**src/rtl/mult_share_pkg.sv**
```systemverilog
// ----------------------------------------------------------------------------
// mult_share_pkg
// Shared types for the multiplier-sharing arbiter.
//   state_t   : arbiter FSM states, 2-bit encoding
//   idx_width : width of a requester index for a given requester count
// ----------------------------------------------------------------------------
package mult_share_pkg;

   typedef enum logic [1:0] {
      S_IDLE  = 2'd0,
      S_ISSUE = 2'd1,
      S_WAIT  = 2'd2,
      S_RESP  = 2'd3
   } state_t;

   // Index width is $clog2(n). It is clamped to 1 so that a degenerate
   // count still yields a legal vector.
   function automatic int idx_width(input int n);
      return (n > 1) ? $clog2(n) : 1;
   endfunction

endpackage

```
**src/rtl/mult_share_arbiter_rr_pick.sv**
```systemverilog
// ----------------------------------------------------------------------------
// rr_pick
// Combinational round-robin picker. The search starts at ptr+1 and walks
// upward, wrapping modulo NREQ, so the requester at ptr has lowest priority.
//   req     in  NREQ  request levels
//   ptr     in  IW    index of the most recently served requester
//   win_oh  out NREQ  one-hot winner (all zero when no request is high)
//   win_idx out IW    index of the winner (0 when no request is high)
// ----------------------------------------------------------------------------
module rr_pick
   import mult_share_pkg::*;
#(
   parameter int NREQ = 4,
   parameter int IW   = idx_width(NREQ)
) (
   input  logic [NREQ-1:0] req,
   input  logic [IW-1:0]   ptr,
   output logic [NREQ-1:0] win_oh,
   output logic [IW-1:0]   win_idx
);

   logic [IW-1:0] cand;

   // Walk from the farthest offset to the nearest; the last hit written
   // is the closest requester after ptr, which is the round-robin winner.
   always_comb begin
      win_idx = '0;
      cand    = '0;
      for (int i = NREQ; i >= 1; i--) begin
         cand = IW'((int'(ptr) + i) % NREQ);
         if (req[cand]) begin
            win_idx = cand;
         end
      end
      win_oh = '0;
      if (|req) begin
         win_oh[win_idx] = 1'b1;
      end
   end

endmodule

```
**src/rtl/mult_share_arbiter.sv**
```systemverilog
// ----------------------------------------------------------------------------
// mult_share_arbiter
// Shares one multiplier among NREQ requesters. Round-robin arbitration,
// operand latch, one-cycle start pulse, wait for done with a watchdog, and
// a one-cycle response to the winner. Zero operands bypass the multiplier,
// because its normalisation loop never terminates on zero.
//
// Handshake: a requester holds req and its operands stable until it sees
// its gnt bit; gnt means the operands were taken. The product comes back
// later as a one-cycle rsp_valid pulse on the same bit position, with
// rsp_data/rsp_err valid only during that pulse.
//
// Ports:
//   clk, rst            clock, synchronous active-low reset
//   req, a_in, b_in     per-requester request level and packed operands
//   gnt, rsp_valid      one-hot accept / response pulses
//   rsp_data, rsp_err   product and timeout flag (qualified by rsp_valid)
//   busy                high whenever the FSM is not idle
//   mul_start/a/b/clr   controls to the shared multiplier
//   mul_done, mul_res   multiplier completion pulse and product
// All outputs come straight from flops.
// ----------------------------------------------------------------------------
module mult_share_arbiter
   import mult_share_pkg::*;
#(
   parameter int NREQ    = 4,
   parameter int DW      = 16,
   parameter int RW      = 32,
   parameter int TIMEOUT = 64
) (
   input  logic               clk,
   input  logic               rst,
   input  logic [NREQ-1:0]    req,
   input  logic [NREQ*DW-1:0] a_in,
   input  logic [NREQ*DW-1:0] b_in,
   output logic [NREQ-1:0]    gnt,
   output logic [NREQ-1:0]    rsp_valid,
   output logic [RW-1:0]      rsp_data,
   output logic               rsp_err,
   output logic               busy,
   output logic               mul_start,
   output logic [DW-1:0]      mul_a,
   output logic [DW-1:0]      mul_b,
   output logic               mul_clr,
   input  logic               mul_done,
   input  logic [RW-1:0]      mul_res
);

   localparam int IW = idx_width(NREQ);
   localparam int CW = (TIMEOUT > 1) ? $clog2(TIMEOUT) : 1;

   state_t           state_q, state_d;
   logic [IW-1:0]    ptr_q, ptr_d;
   logic [IW-1:0]    idx_q, idx_d;
   logic [DW-1:0]    a_q, a_d;
   logic [DW-1:0]    b_q, b_d;
   logic [CW-1:0]    cnt_q, cnt_d;
   logic             zero_q, zero_d;
   logic             err_q, err_d;
   logic [NREQ-1:0]  gnt_q, gnt_d;
   logic [NREQ-1:0]  rsp_valid_q, rsp_valid_d;
   logic [RW-1:0]    rsp_data_q, rsp_data_d;
   logic             rsp_err_q, rsp_err_d;
   logic             busy_q, busy_d;
   logic             mul_start_q, mul_start_d;
   logic             mul_clr_q, mul_clr_d;

   logic [NREQ-1:0]  pick_oh;
   logic [IW-1:0]    pick_idx;
   logic [DW-1:0]    pick_a, pick_b;
   logic [NREQ-1:0]  win_oh;
   logic [RW-1:0]    resp_val;

   rr_pick #(.NREQ(NREQ), .IW(IW)) u_rr_pick (
      .req     (req),
      .ptr     (ptr_q),
      .win_oh  (pick_oh),
      .win_idx (pick_idx)
   );

   assign pick_a = a_in[int'(pick_idx)*DW +: DW];
   assign pick_b = b_in[int'(pick_idx)*DW +: DW];

   always_comb begin
      state_d  = state_q;
      ptr_d    = ptr_q;
      idx_d    = idx_q;
      a_d      = a_q;
      b_d      = b_q;
      cnt_d    = cnt_q;
      zero_d   = zero_q;
      err_d    = err_q;
      resp_val = '0;

      case (state_q)
         S_IDLE: begin
            if (|pick_oh) begin
               idx_d = pick_idx;
               a_d   = pick_a;
               b_d   = pick_b;
               if (pick_a == '0 || pick_b == '0) begin
                  zero_d  = 1'b1;
                  state_d = S_RESP;
               end else begin
                  state_d = S_ISSUE;
               end
            end
         end
         S_ISSUE: begin
            cnt_d   = '0;
            state_d = S_WAIT;
         end
         S_WAIT: begin
            // done is checked first so it wins over the watchdog on the
            // final counted cycle
            if (mul_done) begin
               resp_val = mul_res;
               state_d  = S_RESP;
            end else if (cnt_q == CW'(TIMEOUT - 1)) begin
               err_d   = 1'b1;
               state_d = S_RESP;
            end else begin
               cnt_d = cnt_q + CW'(1);
            end
         end
         S_RESP: begin
            ptr_d   = idx_q;
            zero_d  = 1'b0;
            err_d   = 1'b0;
            state_d = S_IDLE;
         end
         default: state_d = S_IDLE;
      endcase

      // Outputs are computed from the next state so they land in flops.
      win_oh      = NREQ'(1) << idx_d;
      gnt_d       = (state_d == S_ISSUE || (state_d == S_RESP && zero_d)) ? win_oh : '0;
      mul_start_d = (state_d == S_ISSUE);
      rsp_valid_d = (state_d == S_RESP) ? win_oh : '0;
      rsp_data_d  = (state_d == S_RESP) ? resp_val : '0;
      rsp_err_d   = (state_d == S_RESP) && err_d;
      mul_clr_d   = (state_d == S_RESP) && err_d;
      busy_d      = (state_d != S_IDLE);
   end

   always_ff @(posedge clk) begin
      if (!rst) begin
         state_q     <= S_IDLE;
         ptr_q       <= IW'(NREQ - 1);
         idx_q       <= '0;
         a_q         <= '0;
         b_q         <= '0;
         cnt_q       <= '0;
         zero_q      <= 1'b0;
         err_q       <= 1'b0;
         gnt_q       <= '0;
         rsp_valid_q <= '0;
         rsp_data_q  <= '0;
         rsp_err_q   <= 1'b0;
         busy_q      <= 1'b0;
         mul_start_q <= 1'b0;
         mul_clr_q   <= 1'b0;
      end else begin
         state_q     <= state_d;
         ptr_q       <= ptr_d;
         idx_q       <= idx_d;
         a_q         <= a_d;
         b_q         <= b_d;
         cnt_q       <= cnt_d;
         zero_q      <= zero_d;
         err_q       <= err_d;
         gnt_q       <= gnt_d;
         rsp_valid_q <= rsp_valid_d;
         rsp_data_q  <= rsp_data_d;
         rsp_err_q   <= rsp_err_d;
         busy_q      <= busy_d;
         mul_start_q <= mul_start_d;
         mul_clr_q   <= mul_clr_d;
      end
   end

   assign gnt       = gnt_q;
   assign rsp_valid = rsp_valid_q;
   assign rsp_data  = rsp_data_q;
   assign rsp_err   = rsp_err_q;
   assign busy      = busy_q;
   assign mul_start = mul_start_q;
   assign mul_a     = a_q;
   assign mul_b     = b_q;
   assign mul_clr   = mul_clr_q;

endmodule
```
**config.mk**
```make
export PLATFORM = sky130hd
export DESIGN_NAME = mult_share_arbiter
export DESIGN_NICKNAME = d
export VERILOG_FILES = /design/src/rtl/mult_share_pkg.sv /design/src/rtl/mult_share_arbiter_rr_pick.sv /design/src/rtl/mult_share_arbiter.sv
export SDC_FILE = /design/constraint.sdc
export NUM_CORES = 1
export LEC_CHECK = 0
export CORE_UTILIZATION = 35
export DETAILED_ROUTE_END_ITERATION = 16
export PLACE_DENSITY = 0.74
export SYNTH_ARGS = -nofsm -noshare
export SYNTH_HDL_FRONTEND = slang
export SYNTH_SLANG_ARGS = --single-unit
```
**constraint.sdc**
```tcl
create_clock -name clk -period 9.71 [get_ports clk]
set_input_delay 1.942 -clock clk [delete_from_list [all_inputs] [get_ports clk]]
set_output_delay 1.942 -clock clk [all_outputs]
set_load 0.05 [all_outputs]
```
* Word level (Yosys, flattened, before mapping)
Cells that the tools add are included.
W data, S select, Z words.
** Operators by class
- Add/subtract/negate cells :: 5
- Order comparisons :: 6
- Equality and inequality tests :: 8
- Shift operators :: 3
- Muxes and demuxes :: 31
- Reduce and logical (&&, ||, !) cells :: 17
** Operators by type and width (count)
- $shiftx A64 B7 Y16 :: 2
- $logic_not A16 Y1 :: 2
- $mux W2 :: 10
- $lt A2 B3 Y1 const B :: 5
- $mux W6 :: 2
- $pmux W6 S2 :: 1
- $mux W1 :: 9
- $bmux W1 S2 :: 4
- $pmux W2 S4 :: 1
- $reduce_or A4 Y1 :: 2
- $add A6 B1 Y6 const B :: 1
- $eq A2 B2 Y1 const B :: 3
- $eq A6 B6 Y1 const B :: 1
- $reduce_and A2 Y1 :: 3
- $add A2 B1 Y2 const B :: 2
- $add A2 B2 Y2 const B :: 2
- $eq A2 B1 Y1 const B :: 2
- $mux W4 :: 1
- $ne A2 B2 Y1 const B :: 2
- $pmux W1 S2 :: 2
- $reduce_and A4 Y1 :: 1
- $reduce_bool A2 Y1 :: 2
- $shl A1 B2 Y4 const A :: 1
- $logic_and A1 B1 Y1 :: 3
- 5 further kinds :: 6
** Word-level totals
- Bits in registers :: 89
- Bits of input ports :: 167
- Logic and storage cells :: 84

* Logic depth before layout (Yosys ltp)
- Word-level depth :: 19
- Gate-level depth with buffers :: 11

* Modules after synthesis
A second synthesis with hierarchy kept.
** Unflattened totals
- Cell total of the unflattened synthesis :: 407
- Area, all modules :: 4162.7 sq um
** Modules (own cells, without submodules)
- mult_share_arbiter :: times used 1, cells each 377, area an instance 3956.3 sq um
- rr_pick :: times used 1, cells each 30, area an instance 206.4 sq um

* Worst setup path before layout
OpenSTA, ideal clock, no wires.
- Path kind :: input to register
- From :: input req[1]
- To :: register rsp_data_q[10], in the netlist rsp_data[10]
- Setup time :: 0.060 ns
- Arrival :: 4.379 ns
- Slack :: 5.271 ns
- Stages on the path :: 9
- Path through :: nor2_1 > nor3_2 > a211oi_4 > mux4_1 > nor4_2 > nand4_2 > a311oi_4 > buf_6 > and3_1
** On the way
- Word-level cells in the longest chain between the ends :: 16
** RTL lines
- start, declared :: RTL line mult_share_arbiter.sv:33 : input logic [NREQ-1:0] req,
- parallel branches: the longest is 12 deep, another holds $shiftx A64 B7 Y16
- $mux W2 (*) :: RTL line mult_share_arbiter.sv:97 : if (|pick_oh) begin
- $pmux W2 S4 (*) :: RTL line mult_share_arbiter.sv:95 : case (state_q)
- $eq A2 B2 Y1 (*) :: RTL line mult_share_arbiter.sv:140 : rsp_data_d = (state_d == S_RESP) ? resp_val : '0;
- $reduce_and A4 Y1 (no line) (*)
- end signal, assigned :: RTL line mult_share_arbiter.sv:174 : rsp_data_q <= rsp_data_d;
- end, declared :: RTL line mult_share_arbiter.sv:62 : logic [RW-1:0] rsp_data_q, rsp_data_d;
Mark *: on every way between the ends. The select of a mux whose other input is x is not followed.
A chain may end at the register's enable or synchronous reset.

* Final worst setup path
- From :: input req[1]
- To :: register rsp_data_q[4], in the netlist rsp_data[4]
The elaborated chain is that of the path after synthesis.

==> metrics <==
Setup CP Type=input pin to register; Fill cells=1024; Seq/Total Area, Yosys=41.6%; worst r2r src=ptr_q[1]$_SDFFE_PN1P_; Core Util, Final=59.0%; Synth Flop Type=dfxtp_1; maximum vdd ir drop=94.4 µV; first-pass GRT wire length=20800 µm; ANT nets after route=0; Setup Buffers After CTS=0; top-level I/O count=243; CTS clk-pin slew, worst paths=0.06 ns; # diodes=0; antenna violations before repair=0; DIE HEIGHT=113 µm; final routed DRC violation total=0; Tightest Pin Transition=1.18 ns; Req. time, crit path=9.98 ns; fin crit share=64.9%; clk_lat worst skew=0.34 ns; worst r2r path cells=8; Syn Nets=629; max-slew violations=0; area of the core=12000 µm²; cts repair resizes=0; Yosys reg bits=89; ys async rst share=0%; clock skew=0.00936 ns; status=finished, final reports clean; RSZ-0062 raised after global routing=no; final net count=854; start point of the critical path=req[1]; CTS tree=done; DR pass1 iterations=4; worst min path class=register to register; critical path arrival=6.58 ns; reg2reg end=rsp_data[4]$_SDFF_PN0_; slew margin rel.=21.1%; Die X=113 µm; DR WL/cell=15.8 µm; gpl congestion=0.886; max frequency=159 MHz; PwrDens=233 nW/µm²; I/O Buffers=242; synth cell count leaders=dfxtp_1, nand2_1, nor2_1; routed vias=4286; Ys Warns=0; largest net degree at the start of global routing=69; CTS buffer count=9; area delta synth->final=65.1%; Total Routing Usage GR=20.9%; Initial Util=35.8%; most frequent cell after synthesis=dfxtp_1; hold_buf cts=0; hpwl dp=10500 µm; Netlist cell types=49; Root Buffer=clkbuf_16; Synth area leader=dfxtp_1; Hold Crit Depth=2; largest cells by area after synthesis=dfxtp_1, mux2i_1, a211oi_1; cell row count=40; syn avg cell area=9.38 µm²; DIE AREA=12700 µm²; Final Hold Fails=0; Leakage=0.00271 µW; Critical Path Start Type=input pin; setup TNS=0 ns; Worst Setup EP=rsp_data[4]$_SDFF_PN0_; Cells after Synth=456; MaxCap Viol Count=0; crit end category=register; H-tree levels=3; CP Max Fanout=68; reg-to-reg slack, setup=5.19 ns; share of cells above drive strength 1=5.10%; vias in the first global route=4272; Post-Route WL=13200 µm; Period minus WS final=6.31 ns; Post-synth EDFFs=0; Overflow after GRT=0; Setup-failing EPs final=0; number of DRC markers in iteration 0=289; Mapped Area=4280 µm²; DR vias/cell=5.15; Clock Path Buffers=2; clock sinks=89; post-synth top area share=41.6%
cells by family (layout without fill, tap and decap cells):
group	count (synthesis)	in the layout	synth area share [%]
simple gates	180	180	21.7
compound gates	91	91	14.7
flops	89	89	41.6
mux	47	47	14.8
buf+inv	39	269	4.59
fa+ha+maj	6	6	1.75
xor+xnor	4	4	0.819
registers in the layout, summed over array words and instances, names as in the netlist:
signal / flops
mul_b: 16
busy: 1
err_q: 1
zero_q: 1
rsp_valid: 4
idx_q: 2
mul_clr: 1
cnt_q: 6
gnt: 4
rsp_data: 32
mul_start: 1
state_q: 2
ptr_q: 2
mul_a: 16
through the flow:
step | total power (µW) | hold slack [ns] | cells | setup slack (ns) | instance area, µm²
4_1_cts | 1660 | 0.458 | 833 | 3.46 | 7060
5_1_grt | 1740 | 0.490 | 833 | 3.16 | 7060
3_3_place_gp | 1280 | 0.442 | 817 | 3.24 | 6750
6_report | 1650 | 0.458 | 833 | 3.40 | 7060
2_1_floorplan | 1030 | 0.444 | 456 | 5.27 | 4280
3_5_place_dp | 1290 | 0.448 | 817 | 3.11 | 6750
where the power goes:
part / internal [µW] / switching, µW / total, µW
logic: 297 / 510 / 807
registers: 435 / 38.2 / 474
clock network: 227 / 139 / 366
total: 959 / 688 / 1650
routing by layer:
metal,up-vias,GRT usage [%],wire (µm)
met5,-,0,0
met4,0,9.60,391
met3,25,4.70,956
met2,205,37.4,6500
met1,1942,23.6,5340
li1,2114,-,-
cell usage in the layout (no fill, tap or decap), types with 3 or more instances in the layout:
| cell type | n |
|---|---|
| clkdlybuf4s50_1 | 242 |
| buf_4 | 3 |
| a21oi_1 | 38 |
| mux4_1 | 6 |
| a211oi_1 | 32 |
| nor2b_1 | 18 |
| inv_1 | 7 |
| nand2_1 | 45 |
| xor2_1 | 3 |
| nor2_1 | 39 |
| o21ai_0 | 4 |
| nand3_1 | 6 |
| mux2i_1 | 35 |
| clkbuf_16 | 9 |
| dfxtp_1 | 89 |
| nor4_1 | 17 |
| and3_1 | 33 |
| nand2b_1 | 3 |
| and2_1 | 9 |
| clkbuf_1 | 3 |
| ha_1 | 6 |
| mux4_2 | 5 |
cell type report:
class                      count  area (µm²)  share of cell area (%)
multi-input combinational    328        2310                    32.7
clock buffer                  12         236                    3.35
timing repair buffer         245        2440                    34.6
inverter                       8        30.0                   0.425
clock inverter                 4        76.3                    1.08
tap                          147         184                    2.60
sequential                    89        1780                    25.2
worst max-delay path: stages:
cell and delay, ns:
clkdlybuf4s50_1 0.50, o21a_1 0.25, a211oi_4 0.67, buf_4 0.72, mux4_1 0.45, nor4_1 0.48, nand3_1 0.26, a311oi_4 0.98
and3_1 0.29
worst min-delay path by stage:
| stage | to | from | slack, ns |
|---|---|---|---|
| 3_3_place_gp | mul_a[13]$_SDFFE_PN0P_ | mul_a[13]$_SDFFE_PN0P_ | 0.44 |
| 2_1_floorplan | ptr_q[1]$_SDFFE_PN1P_ | idx_q[1]$_SDFF_PN0_ | 0.44 |
| 5_1_grt | mul_b[1]$_SDFFE_PN0P_ | mul_b[1]$_SDFFE_PN0P_ | 0.49 |
| 3_5_place_dp | mul_a[13]$_SDFFE_PN0P_ | mul_a[13]$_SDFFE_PN0P_ | 0.45 |
| 4_1_cts | mul_a[3]$_SDFFE_PN0P_ | mul_a[3]$_SDFFE_PN0P_ | 0.46 |
| 6_report | mul_a[3]$_SDFFE_PN0P_ | mul_a[3]$_SDFFE_PN0P_ | 0.46 |
Note: power is estimated with default switching activity, not from simulation.
